`config.mk`:
```
export PLATFORM = sky130hd
export DESIGN_NAME = fpa_normalize_round
export DESIGN_NICKNAME = d
export VERILOG_FILES = /design/src/rtl/fp_pkg.sv /design/src/rtl/fp_round_rne.sv /design/src/rtl/fpa_normalize_round.sv
export SDC_FILE = /design/constraint.sdc
export NUM_CORES = 1
export LEC_CHECK = 0
export ABC_CLOCK_PERIOD_IN_PS = 12260
export BUFFER_PORTS_ARGS = -buffer_cell sky130_fd_sc_hd__buf_2
export CAP_MARGIN = 20
export CORE_ASPECT_RATIO = 1.5
export CORE_MARGIN = 3
export CORE_UTILIZATION = 48
export DETAILED_ROUTE_END_ITERATION = 16
export PLACE_DENSITY = 0.71
export REMOVE_ABC_BUFFERS = 1
export SETUP_SLACK_MARGIN = 0.4
export SYNTH_ARGS = -nofsm -noshare
export SYNTH_HDL_FRONTEND = slang
export SYNTH_SLANG_ARGS = --single-unit
```
`constraint.sdc`:
```
create_clock -name clk -period 12.26 [get_ports clk]
set_clock_uncertainty 0.15 [all_clocks]
set_input_delay 0 -clock clk [delete_from_list [all_inputs] [get_ports clk]]
set_output_delay 0 -clock clk [all_outputs]
set_load 0.02 [all_outputs]
```
`src/rtl/fp_pkg.sv`:
```
// rtl/fp_pkg.sv - shared constants, field indices and state type for the FP adder normalize/round stage
package fp_pkg;
  localparam int EXP_WIDTH      = 8;
  localparam int MANTISSA_WIDTH = 23;
  localparam int BIAS           = (1 << (EXP_WIDTH - 1)) - 1;
  localparam int EXP_ALL_ONES   = (1 << EXP_WIDTH) - 1;

  localparam int CARRY_BIT  = MANTISSA_WIDTH + 4;
  localparam int HIDDEN_BIT = MANTISSA_WIDTH + 3;
  localparam int FRAC_LSB   = 3;
  localparam int G_BIT      = 2;
  localparam int R_BIT      = 1;
  localparam int S_BIT      = 0;

  localparam logic [EXP_WIDTH+MANTISSA_WIDTH:0] CANON_NAN =
    {1'b0, {EXP_WIDTH{1'b1}}, 1'b1, {(MANTISSA_WIDTH-1){1'b0}}};

  typedef enum logic [1:0] {
    ST_IDLE  = 2'd0,
    ST_NORM  = 2'd1,
    ST_ROUND = 2'd2,
    ST_DONE  = 2'd3
  } state_t;
endpackage

```
`src/rtl/fp_round_rne.sv`:
```
// rtl/fp_round_rne.sv - combinational round-to-nearest-even on {hidden, fraction} with g/r/s
module fp_round_rne #(
  parameter int MANTISSA_WIDTH = 23
) (
  input  logic [MANTISSA_WIDTH:0] i_sig,
  input  logic                    i_guard,
  input  logic                    i_round,
  input  logic                    i_sticky,
  output logic [MANTISSA_WIDTH:0] o_sig,
  output logic                    o_carry,
  output logic                    o_inexact
);
  logic                      w_round_up;
  logic [MANTISSA_WIDTH+1:0] w_sum;

  // ties go up only when the kept lsb is odd
  assign w_round_up = i_guard & (i_round | i_sticky | i_sig[0]);
  assign w_sum      = {1'b0, i_sig} + {{(MANTISSA_WIDTH+1){1'b0}}, w_round_up};
  assign o_sig      = w_sum[MANTISSA_WIDTH:0];
  assign o_carry    = w_sum[MANTISSA_WIDTH+1];
  assign o_inexact  = i_guard | i_round | i_sticky;
endmodule

```
`src/rtl/fpa_normalize_round.sv`:
```
// rtl/fpa_normalize_round.sv - iterative normalizer plus RNE rounder producing packed IEEE-754 results
module fpa_normalize_round #(
  parameter int EXP_WIDTH      = fp_pkg::EXP_WIDTH,
  parameter int MANTISSA_WIDTH = fp_pkg::MANTISSA_WIDTH
) (
  input  logic                              clk,
  input  logic                              rst,
  input  logic                              in_valid,
  output logic                              in_ready,
  input  logic                              in_sign,
  input  logic [EXP_WIDTH-1:0]              in_exp,
  input  logic [MANTISSA_WIDTH+4:0]         in_mant,
  input  logic                              in_is_nan,
  input  logic                              in_is_inf,
  output logic                              out_valid,
  input  logic                              out_ready,
  output logic [EXP_WIDTH+MANTISSA_WIDTH:0] out_result,
  output logic                              out_overflow,
  output logic                              out_underflow,
  output logic                              out_inexact
);
  import fp_pkg::*;

  localparam int EW = EXP_WIDTH;
  localparam int MW = MANTISSA_WIDTH;
  localparam int XW = MW + 5;
  localparam int CB = MW + 4;
  localparam int HB = MW + 3;
  localparam int RW = EW + MW + 1;
  localparam logic [EW:0]   EXP_ONE  = {{EW{1'b0}}, 1'b1};
  localparam logic [EW:0]   EXP_SAT  = {1'b0, {EW{1'b1}}};
  localparam logic [RW-1:0] NAN_WORD = {1'b0, {EW{1'b1}}, 1'b1, {(MW-1){1'b0}}};

  state_t        r_state, w_state_next;
  logic          r_sign, r_nan, r_inf;
  logic [EW:0]   r_exp, w_exp_next;
  logic [XW-1:0] r_mant, w_mant_next;
  logic [RW-1:0] r_result, w_result;
  logic          r_overflow, r_underflow, r_inexact;
  logic          w_overflow, w_underflow, w_inexact;

  logic [MW:0]   w_round_sig;
  logic          w_round_carry, w_round_inexact;
  logic [EW:0]   w_exp_rounded;
  logic [MW-1:0] w_frac_rounded;
  logic          w_mant_zero;

  fp_round_rne #(.MANTISSA_WIDTH(MW)) u_round (
    .i_sig     (r_mant[HB:FRAC_LSB]),
    .i_guard   (r_mant[G_BIT]),
    .i_round   (r_mant[R_BIT]),
    .i_sticky  (r_mant[S_BIT]),
    .o_sig     (w_round_sig),
    .o_carry   (w_round_carry),
    .o_inexact (w_round_inexact)
  );

  assign w_mant_zero    = (r_mant == '0);
  assign w_exp_rounded  = r_exp + {{EW{1'b0}}, w_round_carry};
  // a rounding carry-out leaves {1, 0...0}; shifting right keeps the top fraction bits
  assign w_frac_rounded = w_round_carry ? w_round_sig[MW:1] : w_round_sig[MW-1:0];

  always_comb begin
    w_state_next = r_state;
    w_exp_next   = r_exp;
    w_mant_next  = r_mant;
    case (r_state)
      ST_IDLE: begin
        if (in_valid) begin
          w_state_next = ST_NORM;
          w_exp_next   = {1'b0, in_exp};
          w_mant_next  = in_mant;
        end
      end
      ST_NORM: begin
        if (r_nan || r_inf || w_mant_zero) begin
          w_state_next = ST_ROUND;
        end else if (r_mant[CB]) begin
          w_mant_next = {1'b0, r_mant[XW-1:2], r_mant[1] | r_mant[0]};
          w_exp_next  = r_exp + EXP_ONE;
        end else if (!r_mant[HB] && (r_exp > EXP_ONE)) begin
          w_mant_next = {r_mant[XW-2:0], 1'b0};
          w_exp_next  = r_exp - EXP_ONE;
        end else begin
          w_state_next = ST_ROUND;
        end
      end
      ST_ROUND: w_state_next = ST_DONE;
      ST_DONE:  if (out_ready) w_state_next = ST_IDLE;
      default:  w_state_next = ST_IDLE;
    endcase
  end

  always_comb begin
    w_result    = '0;
    w_overflow  = 1'b0;
    w_underflow = 1'b0;
    w_inexact   = 1'b0;
    if (r_nan) begin
      w_result = NAN_WORD;
    end else if (r_inf) begin
      w_result = {r_sign, {EW{1'b1}}, {MW{1'b0}}};
    end else if (w_mant_zero) begin
      w_result = {r_sign, {(RW-1){1'b0}}};
    end else if (!r_mant[HB]) begin
      w_result    = {r_sign, {(RW-1){1'b0}}};
      w_underflow = 1'b1;
      w_inexact   = w_round_inexact;
    end else if (w_exp_rounded >= EXP_SAT) begin
      w_result   = {r_sign, {EW{1'b1}}, {MW{1'b0}}};
      w_overflow = 1'b1;
      w_inexact  = w_round_inexact;
    end else begin
      w_result  = {r_sign, w_exp_rounded[EW-1:0], w_frac_rounded};
      w_inexact = w_round_inexact;
    end
  end

  always_ff @(posedge clk) begin
    if (rst) begin
      r_state     <= ST_IDLE;
      r_sign      <= 1'b0;
      r_nan       <= 1'b0;
      r_inf       <= 1'b0;
      r_exp       <= '0;
      r_mant      <= '0;
      r_result    <= '0;
      r_overflow  <= 1'b0;
      r_underflow <= 1'b0;
      r_inexact   <= 1'b0;
    end else begin
      r_state <= w_state_next;
      r_exp   <= w_exp_next;
      r_mant  <= w_mant_next;
      if (r_state == ST_IDLE && in_valid) begin
        r_sign <= in_sign;
        r_nan  <= in_is_nan;
        r_inf  <= in_is_inf;
      end
      if (r_state == ST_ROUND) begin
        r_result    <= w_result;
        r_overflow  <= w_overflow;
        r_underflow <= w_underflow;
        r_inexact   <= w_inexact;
      end
    end
  end

  assign in_ready      = (r_state == ST_IDLE) && !rst;
  assign out_valid     = (r_state == ST_DONE);
  assign out_result    = r_result;
  assign out_overflow  = r_overflow;
  assign out_underflow = r_underflow;
  assign out_inexact   = r_inexact;
endmodule
```
==> impl_results.rst <==
.. list-table::
   :header-rows: 1

   * - Metric
     - Value
   * - ANT nets after route
     - 0
   * - Post-synthesis area per instance
     - 7.48 µm²
   * - Proportion of power drawn by the clock network
     - 21.0%
   * - DP Worst Slack
     - 7.82 ns
   * - Distinct cell type count of the synthesized netlist
     - 53
   * - H-tree levels
     - 3
   * - # resized after CTS
     - 0
   * - Final wirelength
     - 12,900 µm
   * - Fraction of power spent switching nets
     - between 40 and 50%
   * - Final cell area excluding filler cells
     - 5630 µm²
   * - DP Area
     - about 4800 µm²
   * - Adder and majority gate portion of the synthesized area
     - 2.79%
   * - Initial cell density of the core
     - between 50 and 60%
   * - Pin count of the biggest net entering global routing
     - between 60 and 70
   * - Required time of the worst setup path
     - 12.32 ns
   * - Number of hold-repair buffers added at the cts stage
     - 46
   * - Critical Path AT
     - ~4.5 ns
   * - Ratio of routed vias to standard cells
     - 5.93
   * - DPL Wire Length
     - 8710 µm
   * - Number of warning messages in the yosys log
     - 0
   * - Share of the synthesized netlist area taken by xor and xnor gates
     - between 4 and 5%
   * - Netlist Area Pre-Place
     - around 4500 µm²
   * - TritonCTS clock tree
     - done
   * - Final RePlAce weighted congestion
     - 0.886
   * - Max-cap violations
     - 0
   * - Sequential fraction of the synthesis area
     - 34.4%
   * - Post-synth EDFFs
     - 0
   * - Area fraction in compound gates after synthesis
     - 26.7%
   * - Share of cells above drive strength 1
     - 16.3%
   * - Synth Instances
     - around 600
   * - Synthesized-area fraction occupied by and/or/nand/nor cells
     - 23.6%
   * - Final cycle utilization of the critical path
     - 36.3%
   * - Cell row count
     - 42
   * - Part of the power in combinational logic
     - between 40 and 50%
   * - Minimum clock period after layout
     - 4.45 ns
   * - Sum of overflow across all layers after global routing
     - 0
   * - Detailed router's first-iteration violation count
     - roughly 460
   * - Boundary Pins
     - 80
   * - Switching component of the power
     - between 0.0006 and 0.0007 W
   * - Cts bufs inserted
     - 9
   * - Worst skew pair latency
     - 0.34 ns
   * - Worst-case clock buffer depth
     - 2
   * - Overall die area
     - 10,600 µm²
   * - Count of cells along the worst hold path
     - 4
   * - Number of setup buffers added after CTS
     - 0
   * - Vert. Die Dim
     - 124 µm
   * - Clock-pin slew on the worst setup and hold paths
     - 0.06 ns
   * - Number of endpoints failing setup at the final stage
     - 0
   * - Peak VDD IR
     - 0.249 mV
   * - Flip-flop cell with the highest count after synthesis
     - sky130_fd_sc_hd__dfxtp_1
   * - Final-report hold violation count
     - 0
   * - Die Width
     - 84.9 µm
   * - Vias in the first global route
     - 4,473
   * - Sum of negative setup slack
     - 0 ns
   * - Quantity of I/O buffers inserted on ports
     - 79
   * - Mux cell area share after synthesis
     - less than 1%
   * - Cell area power density
     - 259 nW/µm²
   * - Placed insts
     - 735
   * - # diodes
     - 0
   * - Largest fanout of any net on the critical path
     - 11
   * - Routed via count
     - roughly 4,700
   * - Clock sink total
     - 77
   * - Count of state elements after synthesis
     - 77
   * - Worst hold-check path type
     - in2reg
   * - Wire length of the first global-routing pass
     - 21,600 µm
   * - Area growth syn-to-layout
     - 25.6%
   * - Internal power of the cells
     - 0.000785 W
   * - Status
     - finished, final reports clean
   * - Setup repair after global routing missed its margin
     - no
   * - Highest achievable clock rate
     - ~220 MHz
   * - Sort of element at the end of the critical path
     - register
   * - Worst reg2reg path depth
     - 14
   * - Sequential share of power
     - 31.2%
   * - Post-layout net count
     - 735
   * - Dominant combinational cell family by area after synthesis
     - compound AO/OA/AOI/OAI gates
   * - Initial antenna violation count
     - 0
   * - Overall fraction of global-route tracks in use
     - 25.0%
   * - DRT Pass-1 Iters
     - 5
   * - Core Footprint
     - 8930 µm²
   * - Transition time at the pin with the least slew margin
     - 0.652 ns
   * - Start-to-end type of the worst setup path
     - reg2reg
   * - Clock tree root buffer cell
     - sky130_fd_sc_hd__clkbuf_16
   * - Routed wire length per instance
     - 16.2 µm
   * - Number of remaining DRC errors
     - 0
   * - Share of the core filled with cells
     - 63.0%
   * - Leakage power summed over all cells
     - 2.15 nW
   * - Count of non-filler cells in the finished layout
     - 797
   * - Startpoint kind of the worst setup timing path
     - register
   * - Final setup slack of the worst path
     - 7.81 ns
   * - Max-slew headroom at the worst pin
     - between 50% and 60%
   * - Async set or reset register ratio after synthesis
     - 0%
   * - Final max-slew violation count
     - 0
[synth_stat cells, drive strengths merged (3+ instances only)]
master	count	area, µm²
a21oi	52	260
nand4	10	68.8
o211ai	53	398
a211oi	4	30.0
nand2	127	477
a32o	7	70.1
nor4	6	37.5
a22o	8	70.1
ha	10	125
or3	6	37.5
nand3	14	80.1
mux2i	3	30.0
a311oi	5	43.8
a21o	3	22.5
and2	3	18.8
xor2	15	131
inv	12	45.0
a31oi	4	31.3
nor3	18	90.1
buf	22	125
and3	4	30.0
clkbuf	38	143
o21ai	22	110
nor2	38	143
xnor2	10	87.6
o32ai	3	26.3
dfxtp	77	1540
[power groups by stage]
| stage | Sequential, W | Clock [W] | Combinational [W] |
|---|---|---|---|
| after floorplan | 0.000438 | 0 | 0.000456 |
| after global placement | 0.000452 | 0 | 0.000641 |
| after detailed placement | 0.000455 | 0 | 0.000674 |
| after CTS | 0.000450 | 0.000308 | 0.000694 |
| after global routing | 0.000466 | 0.000320 | 0.000777 |
| final | 0.000455 | 0.000306 | 0.000697 |
[cell usage in the layout (no fill, tap or decap), types with 10 or more instances in the layout]
master and instances:
sky130_fd_sc_hd__nor2_1 38, sky130_fd_sc_hd__xor2_1 15, sky130_fd_sc_hd__o211ai_1 53, sky130_fd_sc_hd__dlygate4sd3_1 46, sky130_fd_sc_hd__xnor2_1 10, sky130_fd_sc_hd__a21oi_1 51
sky130_fd_sc_hd__nor3_1 18, sky130_fd_sc_hd__nand3_1 12, sky130_fd_sc_hd__buf_2 79, sky130_fd_sc_hd__inv_1 12, sky130_fd_sc_hd__dfxtp_1 76, sky130_fd_sc_hd__nand2_1 127
sky130_fd_sc_hd__o21ai_0 22
[worst max-delay path: stages (launching register included)]
cell and delay [ns]:
sky130_fd_sc_hd__dfxtp_1 0.44, sky130_fd_sc_hd__and2_1 0.19, sky130_fd_sc_hd__ha_1 0.21, sky130_fd_sc_hd__nand3_2 0.11
sky130_fd_sc_hd__or3_1 0.40, sky130_fd_sc_hd__or3_1 0.49, sky130_fd_sc_hd__inv_1 0.18, sky130_fd_sc_hd__ha_1 0.19
sky130_fd_sc_hd__ha_1 0.19, sky130_fd_sc_hd__nand3_1 0.14, sky130_fd_sc_hd__or3_1 0.36, sky130_fd_sc_hd__a2111o_1 0.44
sky130_fd_sc_hd__o2111a_1 0.40, sky130_fd_sc_hd__nand2_1 0.29, sky130_fd_sc_hd__o21ai_0 0.14
[stage by stage]
stage	power (W)	hold slack, ns
after floorplan	0.000895	-0.0809
after global placement	0.00109	0.108
after detailed placement	0.00113	0.111
after CTS	0.00145	0.0343
after global routing	0.00156	0.0761
final	0.00146	0.0313
[kinds of logic (layout without fill, tap and decap cells)]
kind of cell / Yosys count / after routing
DFF: 77 / 77
muxes: 3 / 3
AOI/OAI and AO/OA: 176 / 176
buffers and inverters: 72 / 160
and+or+nand+nor: 236 / 236
adders and majority gates: 10 / 10
xor gates and xnor gates: 25 / 25
[flip-flops by register name, indices dropped and copies added (netlist names)]
name and cells:
out_inexact 1, out_overflow 1, out_result 32, out_underflow 1
r_exp 9, r_inf 1, r_mant 28, r_nan 1
r_sign 1, r_state 2
[area by class of cell]
type	instances	area, µm²
Sequential cell	77	1540
Clock buffer	10	229
Inverter	12	45.0
Timing Repair Buffer	132	928
Multi-Input combinational cell	450	2630
Fill cell	798	3310
Tap cell	110	138
Clock inverter	6	111
[routing by layer]
layer,vias to the layer above,wire (µm),track usage (%)
met3,27,654,2.98
met4,0,401,11.1
li1,2298,-,-
met1,2216,5090,29.8
met2,182,6780,44.0
met5,-,0,0
[worst paths after layout]
check,start,to,slack (ns)
hold / removal,out_ready,r_state[1],0.03
setup / recovery,r_mant[2],out_result[5],7.81
setup reg to reg,r_mant[2],out_result[5],7.81
hold reg to reg,out_result[7],out_result[7],0.30
Power figures use the tool's default switching activity.
